**src/rtl/video_line_fetch_ctrl_if.sv**
```systemverilog
// Frame-buffer burst read channel between the line fetch controller (master)
// and the memory read engine (slave).
interface video_line_fetch_ctrl_if #(
  parameter int unsigned ADDR_WIDTH = 24
) ();
  logic                  rd_req;
  logic [ADDR_WIDTH-1:0] rd_addr;
  logic [15:0]           rd_len;
  logic                  rd_ack;
  logic                  rd_done;

  modport master (
    output rd_req,
    output rd_addr,
    output rd_len,
    input  rd_ack,
    input  rd_done
  );

  modport slave (
    input  rd_req,
    input  rd_addr,
    input  rd_len,
    output rd_ack,
    output rd_done
  );
endinterface

```
**src/rtl/video_line_fetch_ctrl.sv**
```systemverilog
// Per-line frame-buffer read scheduler for the display path.
// Picks the last completed frame on each vs rising edge, then issues one burst
// per active line while staying at most PREFETCH_LINES ahead of consumption.
// Optional macro VLFC_UNDERFLOW_CNT_EN adds a saturating underflow_cnt output.
module video_line_fetch_ctrl #(
  parameter int unsigned ADDR_WIDTH     = 24,
  parameter int unsigned LINE_WORDS     = 1280,
  parameter int unsigned V_LINES        = 720,
  parameter int unsigned FRAME_NUM      = 3,
  parameter int unsigned FB_BASE        = 0,
  parameter int unsigned PREFETCH_LINES = 2
) (
  input  logic                      video_clk,
  input  logic                      rst_n,
  input  logic                      vs,
  input  logic                      de,
  input  logic [1:0]                wr_frame_idx,
  video_line_fetch_ctrl_if.master   rd_if,
  output logic [1:0]                rd_frame_idx,
  output logic                      busy,
  output logic                      err_underflow
`ifdef VLFC_UNDERFLOW_CNT_EN
  ,
  output logic [15:0]               underflow_cnt
`endif
);

  localparam int unsigned CW  = $clog2(V_LINES + 1);
  localparam int unsigned CWE = CW + 1;
  localparam logic [ADDR_WIDTH-1:0] FrameWords = ADDR_WIDTH'(LINE_WORDS * V_LINES);
  localparam logic [ADDR_WIDTH-1:0] LineWords  = ADDR_WIDTH'(LINE_WORDS);
  localparam logic [CW-1:0]         LastLine   = CW'(V_LINES);

  typedef enum logic [2:0] {StIdle, StLoad, StReq, StWait, StHold} state_e;

  state_e                  state_q, state_d;
  logic                    vs_q, vs_qq, de_q, de_qq;
  logic                    rd_req_q, rd_req_d;
  logic [ADDR_WIDTH-1:0]   addr_q, addr_d;
  logic [1:0]              rd_frame_idx_q, rd_frame_idx_d;
  logic [CW-1:0]           fetch_cnt_q, fetch_cnt_d;
  logic [CW-1:0]           done_cnt_q, done_cnt_d;
  logic [CW-1:0]           cons_cnt_q, cons_cnt_d;
  logic                    busy_q, busy_d;
  logic                    err_q, err_d;
  logic                    pend_q, pend_d;
  logic [1:0]              pend_idx_q, pend_idx_d;

  logic                    vs_rise, de_rise, de_fall, uf_event;
  logic [2:0]              idx_sum;
  logic [1:0]              start_idx;
  logic [ADDR_WIDTH-1:0]   frame_base;
  logic                    room;
  logic                    apply;
  logic [1:0]              apply_idx;

  assign vs_rise  = vs_q & ~vs_qq;
  assign de_rise  = de_q & ~de_qq;
  assign de_fall  = ~de_q & de_qq;
  assign uf_event = de_rise && (done_cnt_q <= cons_cnt_q);
  // Widened compare so consumption running ahead of fetch cannot wrap.
  assign room     = {1'b0, fetch_cnt_q} < ({1'b0, cons_cnt_q} + CWE'(PREFETCH_LINES));

  // Newest completed frame: one behind the writer, modulo FRAME_NUM.
  always_comb begin
    idx_sum = {1'b0, wr_frame_idx} + 3'(FRAME_NUM - 1);
    if (idx_sum >= 3'(FRAME_NUM)) idx_sum = idx_sum - 3'(FRAME_NUM);
    if (idx_sum >= 3'(FRAME_NUM)) idx_sum = idx_sum - 3'(FRAME_NUM);
    start_idx = idx_sum[1:0];
  end

  // Frame base by repeated addition of the frame size; avoids a multiplier.
  always_comb begin
    frame_base = ADDR_WIDTH'(FB_BASE);
    for (int i = 1; i < 4; i++) begin
      if (int'(rd_frame_idx_q) >= i) frame_base = frame_base + FrameWords;
    end
  end

  // Next-state logic for the fetch FSM, counters and flags.
  always_comb begin
    state_d        = state_q;
    rd_req_d       = rd_req_q;
    addr_d         = addr_q;
    rd_frame_idx_d = rd_frame_idx_q;
    fetch_cnt_d    = fetch_cnt_q;
    done_cnt_d     = done_cnt_q;
    cons_cnt_d     = cons_cnt_q;
    busy_d         = busy_q;
    err_d          = err_q;
    pend_d         = pend_q;
    pend_idx_d     = pend_idx_q;
    apply          = 1'b0;
    apply_idx      = start_idx;

    if (de_fall && (cons_cnt_q != LastLine)) cons_cnt_d = cons_cnt_q + CW'(1);
    if (vs_rise) err_d = 1'b0;
    if (uf_event) err_d = 1'b1;

    unique case (state_q)
      StIdle, StHold: begin
        if (vs_rise) begin
          apply = 1'b1;
        end else if ((state_q == StHold) && room) begin
          state_d  = StReq;
          rd_req_d = 1'b1;
        end
      end
      StLoad: begin
        if (vs_rise) begin
          apply = 1'b1;
        end else begin
          addr_d   = frame_base;
          state_d  = StReq;
          rd_req_d = 1'b1;
        end
      end
      StReq: begin
        // A new frame start must not abandon an outstanding request.
        if (vs_rise) begin
          pend_d     = 1'b1;
          pend_idx_d = start_idx;
        end
        if (rd_if.rd_ack) begin
          rd_req_d    = 1'b0;
          fetch_cnt_d = fetch_cnt_q + CW'(1);
          addr_d      = addr_q + LineWords;
          state_d     = StWait;
        end
      end
      StWait: begin
        if (vs_rise) begin
          pend_d     = 1'b1;
          pend_idx_d = start_idx;
        end
        if (rd_if.rd_done) begin
          done_cnt_d = done_cnt_q + CW'(1);
          if (pend_q || vs_rise) begin
            apply     = 1'b1;
            apply_idx = vs_rise ? start_idx : pend_idx_q;
          end else if (fetch_cnt_q == LastLine) begin
            state_d = StIdle;
            busy_d  = 1'b0;
          end else if (room) begin
            state_d  = StReq;
            rd_req_d = 1'b1;
          end else begin
            state_d = StHold;
          end
        end
      end
      default: state_d = StIdle;
    endcase

    if (apply) begin
      state_d        = StLoad;
      rd_req_d       = 1'b0;
      rd_frame_idx_d = apply_idx;
      fetch_cnt_d    = '0;
      done_cnt_d     = '0;
      cons_cnt_d     = '0;
      busy_d         = 1'b1;
      err_d          = 1'b0;
      pend_d         = 1'b0;
    end
  end

  // State and registered outputs; reset clears everything immediately.
  always_ff @(posedge video_clk or negedge rst_n) begin
    if (!rst_n) begin
      state_q        <= StIdle;
      vs_q           <= 1'b0;
      vs_qq          <= 1'b0;
      de_q           <= 1'b0;
      de_qq          <= 1'b0;
      rd_req_q       <= 1'b0;
      addr_q         <= '0;
      rd_frame_idx_q <= '0;
      fetch_cnt_q    <= '0;
      done_cnt_q     <= '0;
      cons_cnt_q     <= '0;
      busy_q         <= 1'b0;
      err_q          <= 1'b0;
      pend_q         <= 1'b0;
      pend_idx_q     <= '0;
    end else begin
      state_q        <= state_d;
      vs_q           <= vs;
      vs_qq          <= vs_q;
      de_q           <= de;
      de_qq          <= de_q;
      rd_req_q       <= rd_req_d;
      addr_q         <= addr_d;
      rd_frame_idx_q <= rd_frame_idx_d;
      fetch_cnt_q    <= fetch_cnt_d;
      done_cnt_q     <= done_cnt_d;
      cons_cnt_q     <= cons_cnt_d;
      busy_q         <= busy_d;
      err_q          <= err_d;
      pend_q         <= pend_d;
      pend_idx_q     <= pend_idx_d;
    end
  end

`ifdef VLFC_UNDERFLOW_CNT_EN
  logic [15:0] uf_cnt_q, uf_cnt_d;

  // Saturating underflow event count; survives vs, cleared only by reset.
  always_comb begin
    uf_cnt_d = uf_cnt_q;
    if (uf_event && (uf_cnt_q != 16'hFFFF)) uf_cnt_d = uf_cnt_q + 16'd1;
  end

  // Underflow counter register.
  always_ff @(posedge video_clk or negedge rst_n) begin
    if (!rst_n) uf_cnt_q <= '0;
    else        uf_cnt_q <= uf_cnt_d;
  end

  assign underflow_cnt = uf_cnt_q;
`else
  // Only the sticky err_underflow flag records underflow in this build.
`endif

  assign rd_if.rd_req  = rd_req_q;
  assign rd_if.rd_addr = addr_q;
  assign rd_if.rd_len  = 16'(LINE_WORDS);
  assign rd_frame_idx  = rd_frame_idx_q;
  assign busy          = busy_q;
  assign err_underflow = err_q;

endmodule

```
**src/flat_wrapper.sv**
```systemverilog
// flat-port wrapper written by rule: the top's interface ports become plain ports
module video_line_fetch_ctrl_flat 
#(
  parameter int unsigned ADDR_WIDTH     = 24,
  parameter int unsigned LINE_WORDS     = 1280,
  parameter int unsigned V_LINES        = 720,
  parameter int unsigned FRAME_NUM      = 3,
  parameter int unsigned FB_BASE        = 0,
  parameter int unsigned PREFETCH_LINES = 2
)
  (video_clk, rst_n, vs, de, wr_frame_idx, rd_frame_idx, busy, err_underflow, rd_if_rd_req, rd_if_rd_addr, rd_if_rd_len, rd_if_rd_ack, rd_if_rd_done);
  video_line_fetch_ctrl_if #(.ADDR_WIDTH(ADDR_WIDTH)) rd_if_i ();
  input  logic video_clk;
  input  logic rst_n;
  input  logic vs;
  input  logic de;
  input  logic [1:0] wr_frame_idx;
  output logic [1:0] rd_frame_idx;
  output logic busy;
  output logic err_underflow;
  output wire logic [$bits(rd_if_i.rd_req)-1:0] rd_if_rd_req;
  output wire logic [$bits(rd_if_i.rd_addr)-1:0] rd_if_rd_addr;
  output wire logic [$bits(rd_if_i.rd_len)-1:0] rd_if_rd_len;
  input wire logic [$bits(rd_if_i.rd_ack)-1:0] rd_if_rd_ack;
  input wire logic [$bits(rd_if_i.rd_done)-1:0] rd_if_rd_done;
  assign rd_if_rd_req = rd_if_i.rd_req;
  assign rd_if_rd_addr = rd_if_i.rd_addr;
  assign rd_if_rd_len = rd_if_i.rd_len;
  assign rd_if_i.rd_ack = rd_if_rd_ack;
  assign rd_if_i.rd_done = rd_if_rd_done;
  video_line_fetch_ctrl #(.ADDR_WIDTH(ADDR_WIDTH), .LINE_WORDS(LINE_WORDS), .V_LINES(V_LINES), .FRAME_NUM(FRAME_NUM), .FB_BASE(FB_BASE), .PREFETCH_LINES(PREFETCH_LINES)) u_core (.video_clk(video_clk), .rst_n(rst_n), .vs(vs), .de(de), .wr_frame_idx(wr_frame_idx), .rd_if(rd_if_i), .rd_frame_idx(rd_frame_idx), .busy(busy), .err_underflow(err_underflow));
endmodule
```
**config.mk**
```make
export PLATFORM = sky130hd
export DESIGN_NAME = video_line_fetch_ctrl_flat
export DESIGN_NICKNAME = d
export VERILOG_FILES = /design/src/rtl/video_line_fetch_ctrl_if.sv /design/src/rtl/video_line_fetch_ctrl.sv /design/src/flat_wrapper.sv
export SDC_FILE = /design/constraint.sdc
export NUM_CORES = 1
export LEC_CHECK = 0
export CORE_ASPECT_RATIO = 1.25
export CORE_UTILIZATION = 40
export CTS_BUF_LIST = sky130_fd_sc_hd__clkbuf_8
export CTS_CLUSTER_DIAMETER = 100
export DETAILED_ROUTE_END_ITERATION = 6
export PLACE_DENSITY_LB_ADDON = 0.1
export SYNTH_ARGS = -nofsm -noshare
export SYNTH_HDL_FRONTEND = slang
export SYNTH_SLANG_ARGS = --single-unit
```
**constraint.sdc**
```tcl
create_clock -name video_clk -period 6.7 [get_ports video_clk]
set_input_delay 1.34 -clock video_clk [delete_from_list [all_inputs] [get_ports video_clk]]
set_output_delay 1.34 -clock video_clk [all_outputs]
set_load 0.1 [all_outputs]
```
==> metrics.yaml <==
status: "complete, no violations"
yosys_register_bits: 61
dieArea_um2: 10600
grt_pass1_vias: 3179
synth_top_family_by_area: "simple AND/OR/NAND/NOR gates"
cts.sinks: 61
power_mw: 2.01
n_fill_cell: 962
min_period_ns: 3.34
slowest_delay_ns: 1.18
grt_max_degree: 62
power_density_nw_per_um2: 439
syn_avg_cell_area_um2: 9.14
root_buffer: "clkbuf_8"
synth_largest_area_cell: "dfrtp_1"
cts_buffer_depth: 2
async_flop_share_pct: 100
netlist_top_cells_area: "dfrtp_1 (37%), ha_1 (10%), buf_4 (5.0%)"
ys_warn_count: 0
core-area_um2: 9760
muxShareOfSynthArea_pct: 1.78
r2r_slack_ns: 4.02
synth_commonest_cells: "dfrtp_1 (61), nor2_1 (51), ha_1 (34), a21oi_1 (29), buf_4 (27)"
ctsHoldBuffers: 0
clkTransAtPathRegs_ns: 0.07
pin_count: 53
worst_slew_pin_slew_ns: 0.974
synth_fa_ha_area_share_pct: 10.4
portBuffers: 28
antenna_found_initial: 0
met1_usage_pct: 21.1
synth_edf_count: 0
r2r-end: "u_core.rd_if.rd_req"
max_freq_mhz: 299
slew_viol_final: 0
startpoint: "u_core.rd_frame_idx[1]"
start_util_pct: 41.8
slowest_stage: "clkdlybuf4s50_1"
area_growth_pct: 12.1
synth-xor-area-share_pct: 7.73
crit_chain: "clkdlybuf4s50_1"
worstPathArrival_ns: 2.00
cts_buffers: 9
grt_pass1_wl_um: 15200
grt_overflow: 0
peakVddDrop_uv: 154
finalSetupTns_ns: 0
crit_fanout: 7
critical_path_class: "reg2out"
firstDrtPassIters: 4
rsz0062_at_grt: "false"
min_path_type: "reg2reg"
netlist_area_um2: 4080
grt_use_met2_pct: 33.6
drv_cap: 0
cp.required_ns: 5.36
dp_hpwl_um: 6630
cp-end-kind: "primary output"
gr-usage-met3_pct: 2.91
cts_setup_buffers: 0
synth.distinct_cells: 61
cts_resized: 0
hold_viol_final: 0
drive_gt1_share_pct: 6.53
cts_tree: "yes"
crit_cells: 1
drt-total-wl_um: 8900
place_congestion: 0.852
cts_max_level: 3
wl_per_cell_um: 14.8
busiest_layer: "met2"
reg2reg_depth: 10
die_height_um: 115
synth-simple-area-share_pct: 20.3
vias: 3158
path_buf_inv: 1
routed_via_density: 5.25
setup_viol: 0
drc: 0
critical-path-top-delay-family: "buffers and inverters"
crit_path_start_kind: "flip-flop"
synth_top_area_share_pct: 37.4
track_usage_pct: 18.4
synth-main-ff-cell: "dfrtp_1"
synthMostInstantiatedCell: "dfrtp_1"
slew_headroom_pct: 34.9
drt_iter0_markers: 199
ant_nets: 0
synthesis.instances: 446
synth_compound_area_share_pct: 13.6
final_nets: 513
clock_skew_ns: 0.00769
worstSkewPairLatency_ns: 0.34
die_w_um: 92.3
finalCritPeriodShare_pct: 49.9
power_leakage_nw: 2.03
crit_end: "rd_frame_idx[1]"
ys_seq_area_share_pct: 37.4
antennaDiodeCount: 0
r2r-start: "u_core.cons_cnt_q[1]"
rows: 40
## worst min-delay path by stage
stage                     start      endpoint  slack (ns)  cells after the start
finish              u_core.de_q  u_core.de_qq        0.40                      0
CTS                 u_core.de_q  u_core.de_qq        0.40                      0
global placement    u_core.de_q  u_core.de_qq        0.38                      0
global route        u_core.de_q  u_core.de_qq        0.42                      0
detailed placement  u_core.de_q  u_core.de_qq        0.38                      0
floorplan           u_core.de_q  u_core.de_qq        0.37                      0
## sequential cells by signal (all words and copies together), names as in the netlist, 2 cells and up
name                  cells
u_core.rd_if.rd_addr     16
u_core.cons_cnt_q        10
u_core.state_q            3
u_core.rd_frame_idx       2
u_core.done_cnt_q        10
u_core.pend_idx_q         2
u_core.fetch_cnt_q       10
## metrics by stage
step | util (%) | area, um2 | instances | worst slack (ns) | hold slack (ns)
floorplan | - | 4160 | 468 | 4.36 | 0.367
global placement | 44.7 | 4360 | 586 | 3.33 | 0.379
detailed placement | 44.7 | 4360 | 586 | 3.29 | 0.383
CTS | 46.8 | 4570 | 601 | 3.31 | 0.398
global route | 46.8 | 4570 | 601 | 3.28 | 0.418
finish | 46.8 | 4570 | 601 | 3.36 | 0.399
## report_power, final
group	total, mW	switching (mW)	leakage (nW)	internal, mW
Clock	0.358	0.142	0.112	0.215
Sequential	0.591	0.135	0.783	0.456
Combinational	1.06	0.754	1.13	0.305
## routing by layer
metal / part of all wire, % / up-vias / wire (um)
met5: 0 / - / 0
met4: 1.4 / 0 / 128
met3: 2.8 / 9 / 251
met2: 53 / 62 / 4710
met1: 43 / 1519 / 3810
li1: - / 1568 / -
## area by class of cell
class                      instances  area (um2)  share of cell area (%)
sequential                        61        1530                    33.4
tap                              126         158                    3.45
inverter                          22        82.6                    1.81
timing repair buffer              31         298                    6.52
multi-input combinational        346        2290                    50.2
clock buffer                      10         138                    3.01
clock inverter                     5        75.1                    1.64
## cells by family after synthesis
group / Yosys count
adders and majority gates: 34
and+or+nand+nor: 159
AOI/OAI and AO/OA: 86
other: 2
DFF: 61
muxes: 7
xor gates and xnor gates: 36
buffers and inverters: 61
## placed cells by master, fill, tap and decap left out, types with 4 or more instances in the layout
cell / Yosys / routed
xnor2_1: 19 / 19
a21o_1: 4 / 4
nor2_1: 51 / 51
a21oi_1: 29 / 29
nand2_1: 26 / 26
nand4_1: 11 / 11
ha_1: 34 / 34
xor2_1: 17 / 17
or3_1: 9 / 9
o21ai_0: 20 / 20
clkdlybuf4s50_1: 0 / 27
nand3_1: 21 / 21
and3_1: 6 / 6
dfrtp_1: 61 / 61
inv_1: 22 / 22
o2111ai_1: 5 / 5
o211ai_1: 4 / 4
nand2b_1: 8 / 8
clkbuf_8: 0 / 10
conb_1: 2 / 24
mux2i_1: 5 / 5
No activity file was read; power rests on OpenSTA's default activity.
==> patch 1 (same settings) <==
The 5 states of `state_e` get a one-hot encoding in 5 bits.
--- a/src/rtl/video_line_fetch_ctrl.sv
+++ b/src/rtl/video_line_fetch_ctrl.sv
@@ -31,7 +31,7 @@
   localparam logic [ADDR_WIDTH-1:0] LineWords  = ADDR_WIDTH'(LINE_WORDS);
   localparam logic [CW-1:0]         LastLine   = CW'(V_LINES);
 
-  typedef enum logic [2:0] {StIdle, StLoad, StReq, StWait, StHold} state_e;
+  typedef enum logic [4:0] {StIdle = 5'b00001, StLoad = 5'b00010, StReq = 5'b00100, StWait = 5'b01000, StHold = 5'b10000} state_e;
 
   state_e                  state_q, state_d;
   logic                    vs_q, vs_qq, de_q, de_qq;
Formal check against the unedited RTL: no difference found for any inputs over 10 cycles, from zero or initial values and one cycle with rst_n low; not proved beyond that.
==> patch 1 against the original RTL <==
- setup slack gained 2.8 ps
- routed wire length rose by 6.7%
- register-to-register slack worse by 620 ps
- power shrank 8.1%
- clock power decreased by 11%
- design area is 1.9% higher
- area after synthesis rose by 2.8%
- sequential cell count rose by 2
- critical endpoint unchanged
- largest cell class unchanged
- highest routed layer unchanged
==> patch 1: results (changes against the original RTL) <==
detailed_routing:
  firstDrtPassIters: 4  # unchanged
  drt-initial-drc-count: 177  # -11%
  wl_per_cell_um: 15.6  # +5.2%
  via_per_inst: 5.36  # +2.0%
  vias: 3270  # +3.5%
finish:
  num-multi-input-gates: 349  # +0.87%
  num-nonclk-buffers: 30  # -3.2%
  clock_buffers: 12  # +2
  seq_share_pct: 33.9  # +0.49 points
  drive_gt1_share_pct: 6.86  # +0.33 points
  inverters: 23  # +4.5%
  clk_share_pct: 4.00  # -0.65 points
  multi_input_area_um2: 2350  # +2.6%
  syn2layout_area_growth_pct: 11.1
  fin_nets: 517  # +0.78%
  diodes: 0  # unchanged
  buf_share_pct: 6.23  # -0.28 points
  fillCellCount: 1012  # +5.2%
power:
  max-vdd-ir-drop_mv: 0.199  # +29%
  swShare_pct: 51.4  # about the same
  p_leak_nw: 2.08  # +2.4%
  p_clk_w: 0.000318  # -11%
  p_seq_w: 0.000579  # -2%
  switchingPower_w: 0.000948  # -8.0%
grt:
  grt.total_usage_pct: 18.7  # +0.36 points
  grt_pass1_vias: 3155  # -0.75%
  grt_max_degree: 64  # +3.2%
  grt_first_pass_wirelength_mm: 15.5  # +2.3%
placement:
  post-place-ws_ps: 3410  # +119 ps
  place_area_um2: 4470  # +2.6%
  gp_congestion: 0.779  # -8.6%
  dp_hpwl_mm: 6.86  # +3.5%
  placed_cells: 594  # +1.4%
logic_synthesis:
  synth_commonest_cells: "dfrtp_1, nor2_1, nand2_1"
  synth_compound_area_share_pct: 15.1  # +1.5 points
  synth_area_leaders: "dfrtp_1, ha_1, xnor2_1, buf_4, nor2_1"
  synth.distinct_cells: 63  # +3.3%
  synth-xor-area-share_pct: 7.70  # -0.031 points
  yosys_register_bits: 63  # +3.3%
  synthMuxAreaShare_pct: 1.55  # -0.23 points
  seq_area_frac_synth_pct: 37.7  # +0.21 points
  syn_avg_cell_area_um2: 9.25  # +1.2%
  synth-adder-area-share_pct: 9.85  # -0.58 points
timing:
  relSlewSlack_pct: 34.8  # -0.085 points
  skew_ps: 9.36  # +1.67 ps
  report.final.slew_viol_count: 0  # unchanged
outcome:
  status: "completed"
cts:
  clock_latency_ps: 360  # +20 ps
floorplan:
  coreArea_um2: 10200  # +4.1%
min_path:
  hp-class: "reg2reg"
[patch 1: final timing paths]
kind                                               startpoint                             endpoint  slack, ps  cells past startpoint
setup / recovery           u_core.rd_frame_idx[1]$_DFFE_PN0N_                      rd_frame_idx[1]       3360                      1
hold / removal                          u_core.de_q$_DFF_PN0_               u_core.de_qq$_DFF_PN0_        390                      0
setup reg to reg             u_core.cons_cnt_q[1]$_DFFE_PN0P_        u_core.state_q[4]$_DFFE_PN0P_       3400                     11
hold reg to reg                         u_core.de_q$_DFF_PN0_               u_core.de_qq$_DFF_PN0_        390                      0
max in group asynchronous                               rst_n     u_core.pend_idx_q[0]$_DFFE_PN0P_       4980                      2
min in group asynchronous                               rst_n  u_core.rd_if.rd_addr[8]$_DFFE_PN0P_       1170                      2
[patch 1: routing by layer]
metal,vias to the layer above,routed length (um),GRT usage (%)
met3,12,235,2.54
li1,1598,-,-
met5,-,0,0
met1,1619,4260,22.3
met4,0,165,9.03
met2,41,4850,33.2
==> patch 2 (config.mk and constraints unchanged) <==
Without the edit above. `V_LINES` is set to 720 in 2 places; all go to 2880.
--- a/src/rtl/video_line_fetch_ctrl.sv
+++ b/src/rtl/video_line_fetch_ctrl.sv
@@ -5,7 +5,7 @@
 module video_line_fetch_ctrl #(
   parameter int unsigned ADDR_WIDTH     = 24,
   parameter int unsigned LINE_WORDS     = 1280,
-  parameter int unsigned V_LINES        = 720,
+  parameter int unsigned V_LINES        = 2880,
   parameter int unsigned FRAME_NUM      = 3,
   parameter int unsigned FB_BASE        = 0,
   parameter int unsigned PREFETCH_LINES = 2
--- a/src/flat_wrapper.sv
+++ b/src/flat_wrapper.sv
@@ -3,7 +3,7 @@
 #(
   parameter int unsigned ADDR_WIDTH     = 24,
   parameter int unsigned LINE_WORDS     = 1280,
-  parameter int unsigned V_LINES        = 720,
+  parameter int unsigned V_LINES        = 2880,
   parameter int unsigned FRAME_NUM      = 3,
   parameter int unsigned FB_BASE        = 0,
   parameter int unsigned PREFETCH_LINES = 2
Check against the original RTL: not equivalent (a bounded check fails within 4 cycles, from zero or initial values and one cycle with rst_n low).
==> patch 2 against the original RTL <==
- non-clock buffer count shrank 2
- synthesized cell count rose by 13%
- setup slack worse by 190 ps
- first-iteration DRC count shrank 7.0%
- design area grew 9.1%
- largest power group unchanged
- critical path depth up 11
- area after synthesis rose by 9.1%
- clock power grew 19%
- combinational power rose by 6%
- sequential power up 5.2%
- routed wire length is 12% higher
- sequential cell count grew 6
- power increased by 8.0%
==> patch 2: results (changes against the original RTL) <==
outcome:
  status: "completed"
power:
  swShare_pct: 49.9  # -1.5 points
  max-vdd-ir-drop_mv: 0.170  # +10%
  p_clk_w: 0.000427  # +19%
  cellPowerDensity_nw_per_um2: 435  # -1.0%
  power_frac_seq_pct: 28.7  # -0.7 points
  p_leak_nw: 2.23  # +10%
  switchingPower_w: 0.00108  # +4.9%
grt:
  grt_max_degree: 68  # +9.7%
  grt.total_usage_pct: 18.9  # +0.50 points
  grt_pass1_vias: 3433  # +8.0%
  grt_first_pass_wirelength_mm: 16.6  # +9.4%
timing:
  setup_slack_ps: 3170  # -190 ps
  skew_ps: 13.8  # +6.15 ps
  hold_ws_ps: 408  # +9.70 ps
  relSlewSlack_pct: 30.5  # -4.4 points
finish:
  fillCellCount: 1060  # +10%
  fin_nets: 572  # +12%
placement:
  placed_cells: 648  # +11%
  post-place-ws_ps: 2880  # -415 ps
  place_area_um2: 4740  # +8.7%
  dp_hpwl_mm: 7.03  # +6.1%
  gp_congestion: 0.856  # +0.42%
worst_setup_path:
  critical_path.max_stage_delay_ps: 460  # -720 ps
  crit_path_top_delay_cell: "nor3_1"
  startpoint: "u_core.cons_cnt_q[2]$_DFFE_PN0P_"
  cp_max_fo: 5  # -2
logic_synthesis:
  netlist_instances: 503  # +13%
  synth_area_leaders: "dfrtp_1, ha_1, nor2_1, xnor2_1, buf_4"
  yosysWarnings: 0  # unchanged
  synth.distinct_cells: 56  # -8.2%
  synth-adder-area-share_pct: 10.4  # -0.031 points
  seq_area_frac_synth_pct: 37.7  # +0.24 points
  synth-xor-area-share_pct: 7.09  # -0.65 points
  synth_commonest_cells: "dfrtp_1, nor2_1, a21oi_1, ha_1, nand2_1"
  synth_compound_area_share_pct: 14.3  # +0.74 points
detailed_routing:
  vias: 3506  # +11%
  via_per_inst: 5.28  # +0.49%
  drt-initial-drc-count: 185  # -7.0%
  wl_per_cell_um: 15.0  # +1.1%
cts:
  clk_pin_slew_ps: 90  # +20 ps
min_path:
  worstHoldStart: "u_core.vs_q$_DFF_PN0_"
[patch 2: cell count changes after synthesis, sizes merged, moves of 6 or more]
cell    before  now
o21ai       21   27
a21oi       30   37
nor2        52   58
nand2b       8    2
dfrtp       61   67
nor3         4   12
nand2       26   37
[patch 2: critical path: cells and delay by family, from the launching register on]
kind / cells / cell delay, ps
flops: 1 / 450
compound gates: 3 / 680
xor+xnor: 1 / 190
fa+ha+maj: 2 / 560
simple gates: 5 / 1220
mux: 1 / 310
[patch 2: logic make-up (layout without fill, tap and decap cells)]
kind of cell,count (synthesis),in the layout
compound gates,102,102
mux,6,6
xor+xnor,36,36
buf+inv,65,72
other cells,2,24
simple gates,188,188
flops,67,67
fa+ha+maj,37,37
[patch 2: area by class of cell]
type / count / area share (%)
Tap cell: 132 / 3.31
Inverter: 27 / 2.03
Timing Repair Buffer: 29 / 5.67
Sequential cell: 67 / 33.6
Multi-Input combinational cell: 393 / 50.4
Clock buffer: 10 / 2.76
Clock inverter: 6 / 2.26
[patch 2: final timing paths]
check | cells after the start | to
max | 12 | u_core.rd_if.rd_req$_DFFE_PN0P_
min | 0 | u_core.vs_qq$_DFF_PN0_
max reg2reg | 12 | u_core.rd_if.rd_req$_DFFE_PN0P_
min reg2reg | 0 | u_core.vs_qq$_DFF_PN0_
max in group asynchronous | 2 | u_core.done_cnt_q[4]$_DFFE_PN0P_
min in group asynchronous | 2 | u_core.rd_if.rd_addr[19]$_DFFE_PN0P_
[patch 2: routing by layer]
metal / up-vias / routed length, um / GRT usage, %
met3: 12 / 226 / 3.23
met2: 54 / 5030 / 32.5
met1: 1694 / 4540 / 23.2
met4: 0 / 144 / 6.89
li1: 1746 / - / -
met5: - / 0 / 0
